## config.mk

```make
export PLATFORM = sky130hd
export DESIGN_NAME = vip_bch_encoder_flat
export DESIGN_NICKNAME = d
export VERILOG_FILES = /design/src/rtl/vip_bch_encoder_if.sv /design/src/rtl/vip_bch_encoder.sv /design/src/flat_wrapper.sv
export SDC_FILE = /design/constraint.sdc
export NUM_CORES = 1
export LEC_CHECK = 0
export CAP_MARGIN = 20
export CORE_MARGIN = 2
export CORE_UTILIZATION = 39
export CTS_CLUSTER_DIAMETER = 40
export DETAILED_ROUTE_END_ITERATION = 8
export GPL_TIMING_DRIVEN = 0
export SLEW_MARGIN = 30
export SYNTH_ARGS = -nofsm -noshare
export SYNTH_HDL_FRONTEND = slang
export SYNTH_SLANG_ARGS = --single-unit
```

## constraint.sdc

```tcl
create_clock -name clk -period 1.9 [get_ports clk]
set_clock_uncertainty 0.2 [all_clocks]
set_input_delay 0.285 -clock clk [delete_from_list [all_inputs] [get_ports clk]]
set_output_delay 0.285 -clock clk [all_outputs]
set_load 0.02 [all_outputs]
```

## src/rtl/vip_bch_encoder_if.sv

```systemverilog
// Stream bundle for the BCH encoder: message input side (s_*) and codeword
// output side (m_*). The slave modport is the encoder's view, the master
// modport is the view of whatever drives messages and sinks codewords.
interface vip_bch_encoder_if #(
  parameter int W = 1
);
  logic         s_valid;
  logic         s_ready;
  logic [W-1:0] s_data;
  logic         s_last;
  logic         m_valid;
  logic         m_ready;
  logic [W-1:0] m_data;
  logic         m_last;

  modport slave (
    input  s_valid, s_data, s_last, m_ready,
    output s_ready, m_valid, m_data, m_last
  );

  modport master (
    output s_valid, s_data, s_last, m_ready,
    input  s_ready, m_valid, m_data, m_last
  );
endinterface

```

## src/rtl/vip_bch_encoder.sv

```systemverilog
// Systematic binary BCH encoder over GF(2^M).
// The K-bit message streams through unchanged as K/W words of W bits, then
// PAR = M*T parity bits follow, computed by a W-bit-parallel LFSR that divides
// x^PAR * m(x) by the generator polynomial g(x).
// Optional build macro VIP_BCH_ENCODER_ERR_INJ_EN adds inj_en/inj_mask ports
// that flip output bits at launch time while the LFSR keeps the clean data.
module vip_bch_encoder #(
  parameter int               M        = 4,
  parameter int               T        = 2,
  parameter int               K        = 7,
  parameter int               W        = 1,
  parameter logic [M*T-1:0]   GEN_POLY = 8'hD1
) (
  input  logic                    clk,
  input  logic                    rst_n,
  vip_bch_encoder_if.slave        bus,
  output logic                    frame_err,
  output logic                    busy
`ifdef VIP_BCH_ENCODER_ERR_INJ_EN
  ,
  input  logic                    inj_en,
  input  logic [W-1:0]            inj_mask
`endif
);

  localparam int PAR      = M * T;
  localparam int N_MSG    = K / W;
  localparam int N_PAR    = PAR / W;
  localparam int MAX_BITS = (K > PAR) ? K : PAR;
  localparam int CW       = $clog2(MAX_BITS / W + 1);

  // Parameter legality is decided at elaboration; an illegal code never builds.
  if (M < 3 || M > 16) begin : g_bad_m
    $fatal(1, "vip_bch_encoder: M=%0d outside 3..16", M);
  end
  if (PAR >= (1 << M) - 1) begin : g_bad_t
    $fatal(1, "vip_bch_encoder: M*T=%0d must be below 2^M-1", PAR);
  end
  if (K < 1 || K > (1 << M) - 1 - PAR) begin : g_bad_k
    $fatal(1, "vip_bch_encoder: K=%0d outside 1..2^M-1-M*T", K);
  end
  if (W < 1 || (K % W) != 0 || (PAR % W) != 0) begin : g_bad_w
    $fatal(1, "vip_bch_encoder: W=%0d must divide K=%0d and PAR=%0d", W, K, PAR);
  end
  if ($bits(bus.s_data) != W) begin : g_bad_if
    $fatal(1, "vip_bch_encoder: interface width differs from W=%0d", W);
  end

  typedef enum logic [0:0] {
    ST_MSG = 1'b0,
    ST_PAR = 1'b1
  } state_t;

  state_t           state_q, state_d;
  logic [CW-1:0]    cnt_q, cnt_d;
  logic [PAR-1:0]   lfsr_q, lfsr_d;
  logic             m_valid_q, m_valid_d;
  logic [W-1:0]     m_data_q, m_data_d;
  logic             m_last_q, m_last_d;
  logic             frame_err_q, frame_err_d;

  logic             out_free;
  logic             s_ready_c;
  logic             launch;
  logic [W-1:0]     launch_data;
  logic [W-1:0]     inj_word;

  // W serial LFSR steps folded into one cycle, highest-order data bit first.
  function automatic logic [PAR-1:0] lfsr_advance(input logic [PAR-1:0] cur,
                                                  input logic [W-1:0]   din);
    logic [PAR-1:0] s;
    logic           fb;
    s = cur;
    for (int i = W - 1; i >= 0; i--) begin
      fb = din[i] ^ s[PAR-1];
      s  = (s << 1) ^ (fb ? GEN_POLY : '0);
    end
    return s;
  endfunction

  // Error pattern applied to the outgoing word only, never fed to the LFSR.
  always_comb begin
`ifdef VIP_BCH_ENCODER_ERR_INJ_EN
    inj_word = inj_en ? inj_mask : '0;
`else
    inj_word = '0;
`endif
  end

  // Next-state logic: pass message words, then drain parity, honouring backpressure.
  always_comb begin
    out_free    = !m_valid_q || bus.m_ready;
    s_ready_c   = 1'b0;
    launch      = 1'b0;
    launch_data = '0;
    state_d     = state_q;
    cnt_d       = cnt_q;
    lfsr_d      = lfsr_q;
    m_valid_d   = m_valid_q;
    m_data_d    = m_data_q;
    m_last_d    = m_last_q;
    frame_err_d = frame_err_q;

    case (state_q)
      ST_MSG: begin
        s_ready_c = out_free;
        if (bus.s_valid && out_free) begin
          launch      = 1'b1;
          launch_data = bus.s_data;
          m_last_d    = 1'b0;
          lfsr_d      = lfsr_advance(lfsr_q, bus.s_data);
          if (bus.s_last != (cnt_q == CW'(N_MSG - 1))) begin
            frame_err_d = 1'b1;
          end
          if (cnt_q == CW'(N_MSG - 1)) begin
            state_d = ST_PAR;
            cnt_d   = '0;
          end else begin
            cnt_d = cnt_q + 1'b1;
          end
        end
      end
      ST_PAR: begin
        if (out_free) begin
          launch      = 1'b1;
          launch_data = lfsr_q[PAR-1 -: W];
          lfsr_d      = lfsr_q << W;
          if (cnt_q == CW'(N_PAR - 1)) begin
            m_last_d = 1'b1;
            state_d  = ST_MSG;
            cnt_d    = '0;
            lfsr_d   = '0;
          end else begin
            m_last_d = 1'b0;
            cnt_d    = cnt_q + 1'b1;
          end
        end
      end
    endcase

    if (launch) begin
      m_valid_d = 1'b1;
      m_data_d  = launch_data ^ inj_word;
    end else if (bus.m_ready) begin
      m_valid_d = 1'b0;
    end
  end

  // State, LFSR and output register; reset discards any partial codeword.
  always_ff @(posedge clk or negedge rst_n) begin
    if (!rst_n) begin
      state_q     <= ST_MSG;
      cnt_q       <= '0;
      lfsr_q      <= '0;
      m_valid_q   <= 1'b0;
      m_data_q    <= '0;
      m_last_q    <= 1'b0;
      frame_err_q <= 1'b0;
    end else begin
      state_q     <= state_d;
      cnt_q       <= cnt_d;
      lfsr_q      <= lfsr_d;
      m_valid_q   <= m_valid_d;
      m_data_q    <= m_data_d;
      m_last_q    <= m_last_d;
      frame_err_q <= frame_err_d;
    end
  end

  assign bus.s_ready = s_ready_c;
  assign bus.m_valid = m_valid_q;
  assign bus.m_data  = m_data_q;
  assign bus.m_last  = m_last_q;
  assign frame_err   = frame_err_q;
  assign busy        = (state_q != ST_MSG) || (cnt_q != '0);

endmodule

```

## src/flat_wrapper.sv

```systemverilog
// flat-port wrapper written by rule: the top's interface ports become plain ports
module vip_bch_encoder_flat 
#(
  parameter int               M        = 4,
  parameter int               T        = 2,
  parameter int               K        = 7,
  parameter int               W        = 1,
  parameter logic [M*T-1:0]   GEN_POLY = 8'hD1
)
  (clk, rst_n, frame_err, busy, bus_s_valid, bus_s_data, bus_s_last, bus_m_ready, bus_s_ready, bus_m_valid, bus_m_data, bus_m_last);
  vip_bch_encoder_if #(.W(W)) bus_i ();
  input  logic clk;
  input  logic rst_n;
  output logic frame_err;
  output logic busy;
  input wire logic [$bits(bus_i.s_valid)-1:0] bus_s_valid;
  input wire logic [$bits(bus_i.s_data)-1:0] bus_s_data;
  input wire logic [$bits(bus_i.s_last)-1:0] bus_s_last;
  input wire logic [$bits(bus_i.m_ready)-1:0] bus_m_ready;
  output wire logic [$bits(bus_i.s_ready)-1:0] bus_s_ready;
  output wire logic [$bits(bus_i.m_valid)-1:0] bus_m_valid;
  output wire logic [$bits(bus_i.m_data)-1:0] bus_m_data;
  output wire logic [$bits(bus_i.m_last)-1:0] bus_m_last;
  assign bus_i.s_valid = bus_s_valid;
  assign bus_i.s_data = bus_s_data;
  assign bus_i.s_last = bus_s_last;
  assign bus_i.m_ready = bus_m_ready;
  assign bus_s_ready = bus_i.s_ready;
  assign bus_m_valid = bus_i.m_valid;
  assign bus_m_data = bus_i.m_data;
  assign bus_m_last = bus_i.m_last;
  vip_bch_encoder #(.M(M), .T(T), .K(K), .W(W), .GEN_POLY(GEN_POLY)) u_core (.clk(clk), .rst_n(rst_n), .bus(bus_i), .frame_err(frame_err), .busy(busy));
endmodule
```

==> results.py, run 1 <==
metrics = {
    "clocking": {
        "cts.path.max_buffers": 2,
        "post_cts_buffers": 0,
        "cts-htree-levels": 1,
        "clock-sinks": 17,
        "clock_latency_ns": 0.29,
        "path_clk_slew_ns": 0.10,
        "cts-root-buf": "clkbuf_4",
        "numCtsBuffers": 3,
        "cts_tree": "built",
        "hold_buffers": 0,
    },
    "finish": {
        "layoutNonFillerInstCount": 126,
        "drive_above_1_share": 0.214,
        "area_delta_synth_final_pct": 17.9,
        "nets": 109,
        "postLayoutCellArea_sq_um": 1120,
        "num_antenna_cells": 0,
    },
    "setup_path": {
        "cp.required_ns": 1.41,
        "path_delay_family": "flip-flops",
        "r2r-end": "u_core.cnt_q[0]",
        "endpoint": "bus_s_ready",
        "critPathMaxFanout": 10,
        "cp-start-kind": "register",
        "crit_buf_inv": 2,
        "cp_num_cells": 4,
        "worstRegToRegCells": 5,
        "cp_cell_sequence": "and2b_2, buf_6, nor2_1, buf_4",
        "cp_slowest_cell": "dfrtp_1",
        "r2r-start": "u_core.cnt_q[0]",
        "slowest_delay_ns": 0.42,
        "reg2reg_slack_ns": 0.09,
        "worstPathArrival_ns": 1.36,
        "critical_path.startpoint": "u_core.bus.m_valid",
        "path_class": "reg -> out",
        "end_kind": "primary output",
    },
    "global_routing": {
        "grt_use_total": 0.168,
        "grt_overflow": 0,
        "grt_antenna_before_repair": 0,
        "grt_max_degree": 18,
        "grt_pass1_vias": 724,
        "grt_pass1_wl_um": 3360,
    },
    "timing": {
        "min_period_ns": 1.84,
        "tightest_slew_ns": 0.780,
        "maxSlewHeadroom": 0.479,
        "finalHoldViolCount": 0,
        "clock.fmax_mhz": 543,
        "finalCritPeriodShare": 0.969,
        "final-setup-viol-count": 0,
        "finalMaxSlewViolations": 0,
        "rsz0062_at_grt": "true",
    },
    "detailed_routing": {
        "drc": 0,
        "wl_um": 1960,
        "dr_total_vias": 719,
        "routed_via_density": 5.71,
        "detail_route.wl_per_cell_um": 15.6,
        "first_iter_violations": 15,
        "drtPass1Iterations": 4,
        "ant_nets": 0,
    },
    "floorplanning": {
        "ios": 12,
        "num_rows": 17,
        "die_area_sq_um": 2850,
        "start_util": 0.421,
        "core_area_sq_um": 2250,
        "fp.dieW_um": 53.3,
        "die_h_um": 53.3,
    },
    "power": {
        "power.density_nw_per_um2": 1410,
        "ir_worst_vdd_v": 0.000608,
        "p_leak_uw": 0.000464,
        "finalPower_uw": 1580,
    },
    "place": {
        "gp_congestion": 0.791,
        "hpwl_um": 1390,
        "dp_cells": 122,
        "dpl_cell_area_sq_um": 1090,
        "numPortBuffers": 11,
    },
    "synth": {
        "synth_top_family_by_area": "compound AO/OA/AOI/OAI gates",
        "netlist_instances": 83,
        "ys_warn_count": 0,
        "avgSynthCellArea_sq_um": 11.4,
        "synth.distinct_cells": 36,
        "synth_xor_area_frac": 0.0277,
        "syn_area_sq_um": 950,
        "synth_compound_area_frac": 0.229,
        "yosysSeqAreaShare": 0.448,
        "ys_ff_latch": 17,
        "syn_nets": 93,
        "muxShareOfSynthArea": 0.0237,
        "yosys.area_share.simple": 0.171,
        "yosys.area_share.adder": 0.0527,
    },
    "run_status": {
        "outcome": "complete, no violations",
    },
    "worst_hold_path": {
        "hold_path.class": "in -> async",
    },
    "flow_run": {
        "cap_viol_max_count": 0,
    },
}
[cell usage after synthesis]
library cell,instances,area share
a2111oi_2,1,0.016
a2111oi_4,1,0.029
a21o_1,1,0.0079
a221o_1,3,0.032
a22o_1,4,0.037
a22oi_1,1,0.0079
a31oi_1,2,0.013
and2b_2,2,0.018
and3b_1,1,0.0092
and4b_4,1,0.014
buf_4,1,0.0079
buf_6,2,0.024
dfrtp_1,17,0.45
ha_1,4,0.053
inv_1,4,0.016
mux2_2,2,0.024
nand2_1,2,0.0079
nand2b_1,1,0.0066
nand3_1,4,0.021
nand3b_1,1,0.0079
nor2_1,3,0.012
nor2_2,1,0.0066
nor2b_1,1,0.0066
nor3_1,2,0.011
nor4_1,4,0.026
nor4b_1,1,0.0092
o21ai_0,3,0.016
o21ai_2,1,0.0092
o21ba_2,1,0.011
o21bai_1,2,0.016
o2bb2ai_1,3,0.028
o31ai_1,1,0.0079
or2b_1,1,0.0079
or3_1,1,0.0066
xnor2_1,1,0.0092
xor2_1,2,0.018
[flip-flops by register name, summed over array words and instances (netlist names)]
name                count
u_core.bus.m_last       1
u_core.bus.m_valid      1
u_core.bus.m_data       1
u_core.lfsr_q           8
u_core.state_q          1
u_core.frame_err        1
u_core.cnt_q            4
[through the flow]
stage	TNS, ns	hold WS [ns]	setup slack, ns	utilization
6_report	0	0.231	0.0589	0.497
5_1_grt	-0.0000492	0.309	-0.0000492	0.497
4_1_cts	0	0.253	0.00575	0.496
3_5_place_dp	-1.19	0.261	-0.474	0.486
3_3_place_gp	-1.09	0.264	-0.462	0.486
2_1_floorplan	0	-0.211	0.205	-
[layer usage]
metal  GRT usage  vias to the layer above  wire length, um
met5           0                        -                0
met2       0.274                       15              888
met1       0.210                      356              956
met4      0.0897                        0               33
met3      0.0282                        4               83
li1            -                      344                -
[timing repair]
action,4_1_cts,5_1_grt
setup endpoints to repair,2,6
gates resized for setup,8,3
pin swaps,0,1
[cell families after synthesis]
group	Yosys count
adder cells (fa/ha/maj)	4
multiplexers	2
flip-flops	17
AO/OA/AOI/OAI	24
buffers and inverters	7
AND/OR/NAND/NOR	26
XOR/XNOR	3
[report_power, final]
| part | internal, uW | total, uW | switching, uW |
|---|---|---|---|
| Clock | 78.4 | 198 | 120 |
| Combinational | 360 | 728 | 368 |
| Sequential | 505 | 653 | 148 |
| Total | 943 | 1580 | 636 |
[worst min-delay path by stage]
| stage | start | endpoint | cells after the start |
|---|---|---|---|
| floorplan | rst_n | u_core.bus.m_data | 0 |
| global placement | u_core.frame_err | u_core.frame_err | 1 |
| detailed placement | u_core.frame_err | u_core.frame_err | 1 |
| CTS | rst_n | u_core.lfsr_q[7] | 1 |
| global route | rst_n | u_core.lfsr_q[7] | 1 |
| finish | rst_n | u_core.lfsr_q[6] | 1 |
[cells in the final DEF, fill, tap and decap left out, types with 2 or more instances in the layout]
master and instances:
o21bai_1 2, inv_1 4, a31oi_1 2, and2b_2 2, o2bb2ai_1 3, a221o_1 3
nor2_1 3, xor2_1 2, nand2_1 2, mux2_2 2, ha_1 4, clkdlybuf4s50_1 8
a22o_1 4, clkbuf_4 3, buf_4 2, dfrtp_1 16, nand3_1 4, buf_6 2
o21ai_0 3, nor4_1 4
[area by class of cell]
class                           count  area (sq um)
Buffer                              3          30.0
Tap cell                           28          35.0
Fill cell                         232          1130
Timing Repair Buffer               11           101
Clock inverter                      1          5.00
Clock buffer                        3          22.5
Sequential cell                    17           427
Inverter                            4          15.0
Multi-Input combinational cell     59           484
No activity file was read; power rests on OpenSTA's default activity.
==> inputs of run 2 (changes only) <==
--- a/config.mk
+++ b/config.mk
@@ -5,8 +5,10 @@
 export SDC_FILE = /design/constraint.sdc
 export NUM_CORES = 1
 export LEC_CHECK = 0
+export ABC_AREA = 1
 export CAP_MARGIN = 20
-export CORE_MARGIN = 2
+export CORE_ASPECT_RATIO = 1.75
+export CORE_MARGIN = 8
 export CORE_UTILIZATION = 39
 export CTS_CLUSTER_DIAMETER = 40
 export DETAILED_ROUTE_END_ITERATION = 8
==> run 2 against run 1 <==
Net effect:
- via count grew 11%
- sequential cell count unchanged
- core utilization is 1.0 points lower
- final cell count rose by 24%
- largest cell class is now flip-flops and latches
- global-route usage is 5.9 points lower
- maximum frequency rose by 1.8%
==> results.py, run 2 <==
metrics = {
    "clocking": {
        "clock-sinks": 17,
        "hold_buffers": 0,
        "clock_latency_ns": 0.25,
        "cts-htree-levels": 1,
        "cts-root-buf": "clkbuf_8",
        "path_clk_slew_ns": 0.07,
        "numCtsBuffers": 3,
        "cts_tree": "built",
        "cts.path.max_buffers": 2,
    },
    "global_routing": {
        "grt_antenna_before_repair": 0,
        "grt_max_degree": 18,
        "grt_pass1_vias": 747,
        "grt_overflow": 0,
        "grt_pass1_wl_um": 3480,
        "grt_use_total": 0.110,
    },
    "synth": {
        "ys_top_cells_by_area": "dfrtp_1, nand2_1, nand3_1",
        "ys_top_cells_by_count": "nand2_1, dfrtp_1, nand3_1",
        "yosys.area_share.adder": 0.0546,
        "ys.flop_type": "dfrtp_1",
        "netlist_instances": 116,
        "synth_top_family_by_area": "simple AND/OR/NAND/NOR gates",
        "syn_nets": 126,
        "synth_xor_area_frac": 0.00956,
        "avgSynthCellArea_sq_um": 7.90,
        "synth.distinct_cells": 21,
        "ys_ff_latch": 17,
        "yosysTopAreaCellShare": 0.464,
        "yosys.area_share.simple": 0.317,
        "yosysMostFrequentCell": "nand2_1",
        "yosysTopAreaCell": "dfrtp_1",
        "yosysSeqAreaShare": 0.464,
        "syn_area_sq_um": 916,
        "synth_compound_area_frac": 0.0628,
        "async_reset_ff_frac": 1.00,
        "muxShareOfSynthArea": 0,
        "synth_edf_count": 0,
        "ys_warn_count": 0,
    },
    "detailed_routing": {
        "routed_via_density": 5.10,
        "detail_route.wl_per_cell_um": 13.2,
        "ant_nets": 0,
        "met3_length_um": 83,
        "top_layer": "met4",
        "drt-met1-wl_um": 818,
        "drc": 0,
        "drtPass1Iterations": 6,
        "wl_met2_um": 1110,
        "wl_um": 2060,
        "first_iter_violations": 16,
        "dr_total_vias": 796,
    },
    "finish": {
        "layout_commonest_cell": "nand2_1",
        "final_cell_mix": "nand2_1, nand3_1, dfrtp_1, inv_1",
        "num_antenna_cells": 0,
        "nets": 142,
        "post-route-util": 0.487,
        "nFillCells": 223,
        "largest-register": "u_core.lfsr_q",
        "area_delta_synth_final_pct": 20.8,
        "largest_reg_flops": 8,
        "top_regs": "u_core.lfsr_q x8, u_core.cnt_q x4",
        "drive_above_1_share": 0.115,
    },
    "timing": {
        "min_period_ns": 1.81,
        "rsz0062_at_grt": "false",
        "final-setup-viol-count": 0,
        "finalHoldViolCount": 0,
        "finalMaxSlewViolations": 0,
        "clock.fmax_mhz": 553,
        "tightest_slew_ns": 0.778,
        "holdWs_ns": 0.269,
        "maxSlewHeadroom": 0.480,
        "finalCritPeriodShare": 0.952,
    },
    "place": {
        "hpwl_um": 1520,
        "numPortBuffers": 11,
        "gp_congestion": 0.743,
    },
    "power": {
        "finalPower_uw": 1660,
        "ir_worst_vdd_v": 0.000738,
        "power.density_nw_per_um2": 1500,
        "p_leak_uw": 0.000581,
    },
    "setup_path": {
        "worstRegToRegCells": 6,
        "cp.required_ns": 1.41,
        "critPathMaxFanout": 6,
        "cp_cell_sequence": "inv_1, ha_1, nand3_1, clkdlybuf4s15_2",
        "path_delay_family": "flip-flops",
        "r2r-start": "u_core.cnt_q[1]",
        "slowest_delay_ns": 0.45,
        "reg2reg_slack_ns": 0.25,
        "cp_slowest_cell": "dfrtp_2",
        "cp-start-kind": "register",
        "end_kind": "primary output",
        "crit_buf_inv": 2,
        "worstPathArrival_ns": 1.32,
        "path_class": "reg -> out",
        "r2r-end": "u_core.cnt_q[3]",
    },
    "floorplanning": {
        "die_area_sq_um": 4220,
        "core_area_sq_um": 2270,
        "fp.dieW_um": 52.6,
        "start_util": 0.403,
        "num_rows": 23,
        "ios": 12,
        "die_h_um": 80.1,
    },
    "worst_hold_path": {
        "hold_depth": 2,
        "hold_path.startpoint": "u_core.frame_err",
        "holdPathEnd": "u_core.frame_err",
        "hold_path.class": "reg -> reg",
    },
    "run_status": {
        "outcome": "complete, no violations",
    },
    "flow_run": {
        "cap_viol_max_count": 0,
    },
}
run 2: power by group:
part           switching, uW  leakage (uW)  internal [uW]
logic                    453      0.000355            293
clock network            122     0.0000228            149
registers                126      0.000203            520
total                    702      0.000581            962
run 2: timing repair:
item | in CTS | in global routing
setup buffers | 0 | 0
hold endpoints to repair | 0 | 0
resized for setup | 5 | 1
endpoints found under the setup margin | 2 | 1
run 2: cells by family after synthesis:
| family | after synthesis |
|---|---|
| buffers and inverters | 19 |
| flip-flops | 17 |
| AND/OR/NAND/NOR | 65 |
| AO/OA/AOI/OAI | 10 |
| adder cells (fa/ha/maj) | 4 |
| XOR/XNOR | 1 |
run 2: worst max-delay path by stage:
stage	start	to	slack [ns]	cells past startpoint
floorplan	u_core.cnt_q[0]	u_core.cnt_q[3]	0.49	6
global placement	bus_m_ready	bus_s_ready	-0.15	4
detailed placement	bus_m_ready	bus_s_ready	-0.16	4
CTS	u_core.cnt_q[0]	busy	0.04	4
global route	u_core.cnt_q[1]	busy	0.02	4
finish	u_core.cnt_q[0]	busy	0.09	4
run 2: area by class of cell:
type                       count  area [sq um]  share of cell area
buffer                         3          23.8              0.0215
clock buffer                   4          45.0              0.0407
inverter                      16          60.1              0.0543
multi-input combinational     80           409               0.370
sequential                    17           427               0.386
tap                           25          31.3              0.0283
timing repair buffer          11           110              0.0995
run 2: worst reg2reg max path: stages (launching register included):
cell and delay (ns):
dfrtp_1 0.42, ha_1 0.29, nand4_2 0.30, nand3_1 0.19, nand2_1 0.06, nand2_1 0.06, inv_1 0.04
run 2: layer usage:
| layer | vias up | GRT usage |
|---|---|---|
| met5 | - | 0 |
| met4 | 0 | 0.0677 |
| met3 | 5 | 0.0240 |
| met2 | 15 | 0.184 |
| met1 | 380 | 0.119 |
| li1 | 396 | - |
run 2: through the flow:
step	cell area, sq um	setup TNS [ns]	std cells	setup WS [ns]
floorplan	916	0	116	0.489
global placement	1060	-0.151	152	-0.151
detailed placement	1060	-0.195	152	-0.162
CTS	1100	0	156	0.0351
global route	1110	0	156	0.0194
finish	1110	0	156	0.0908
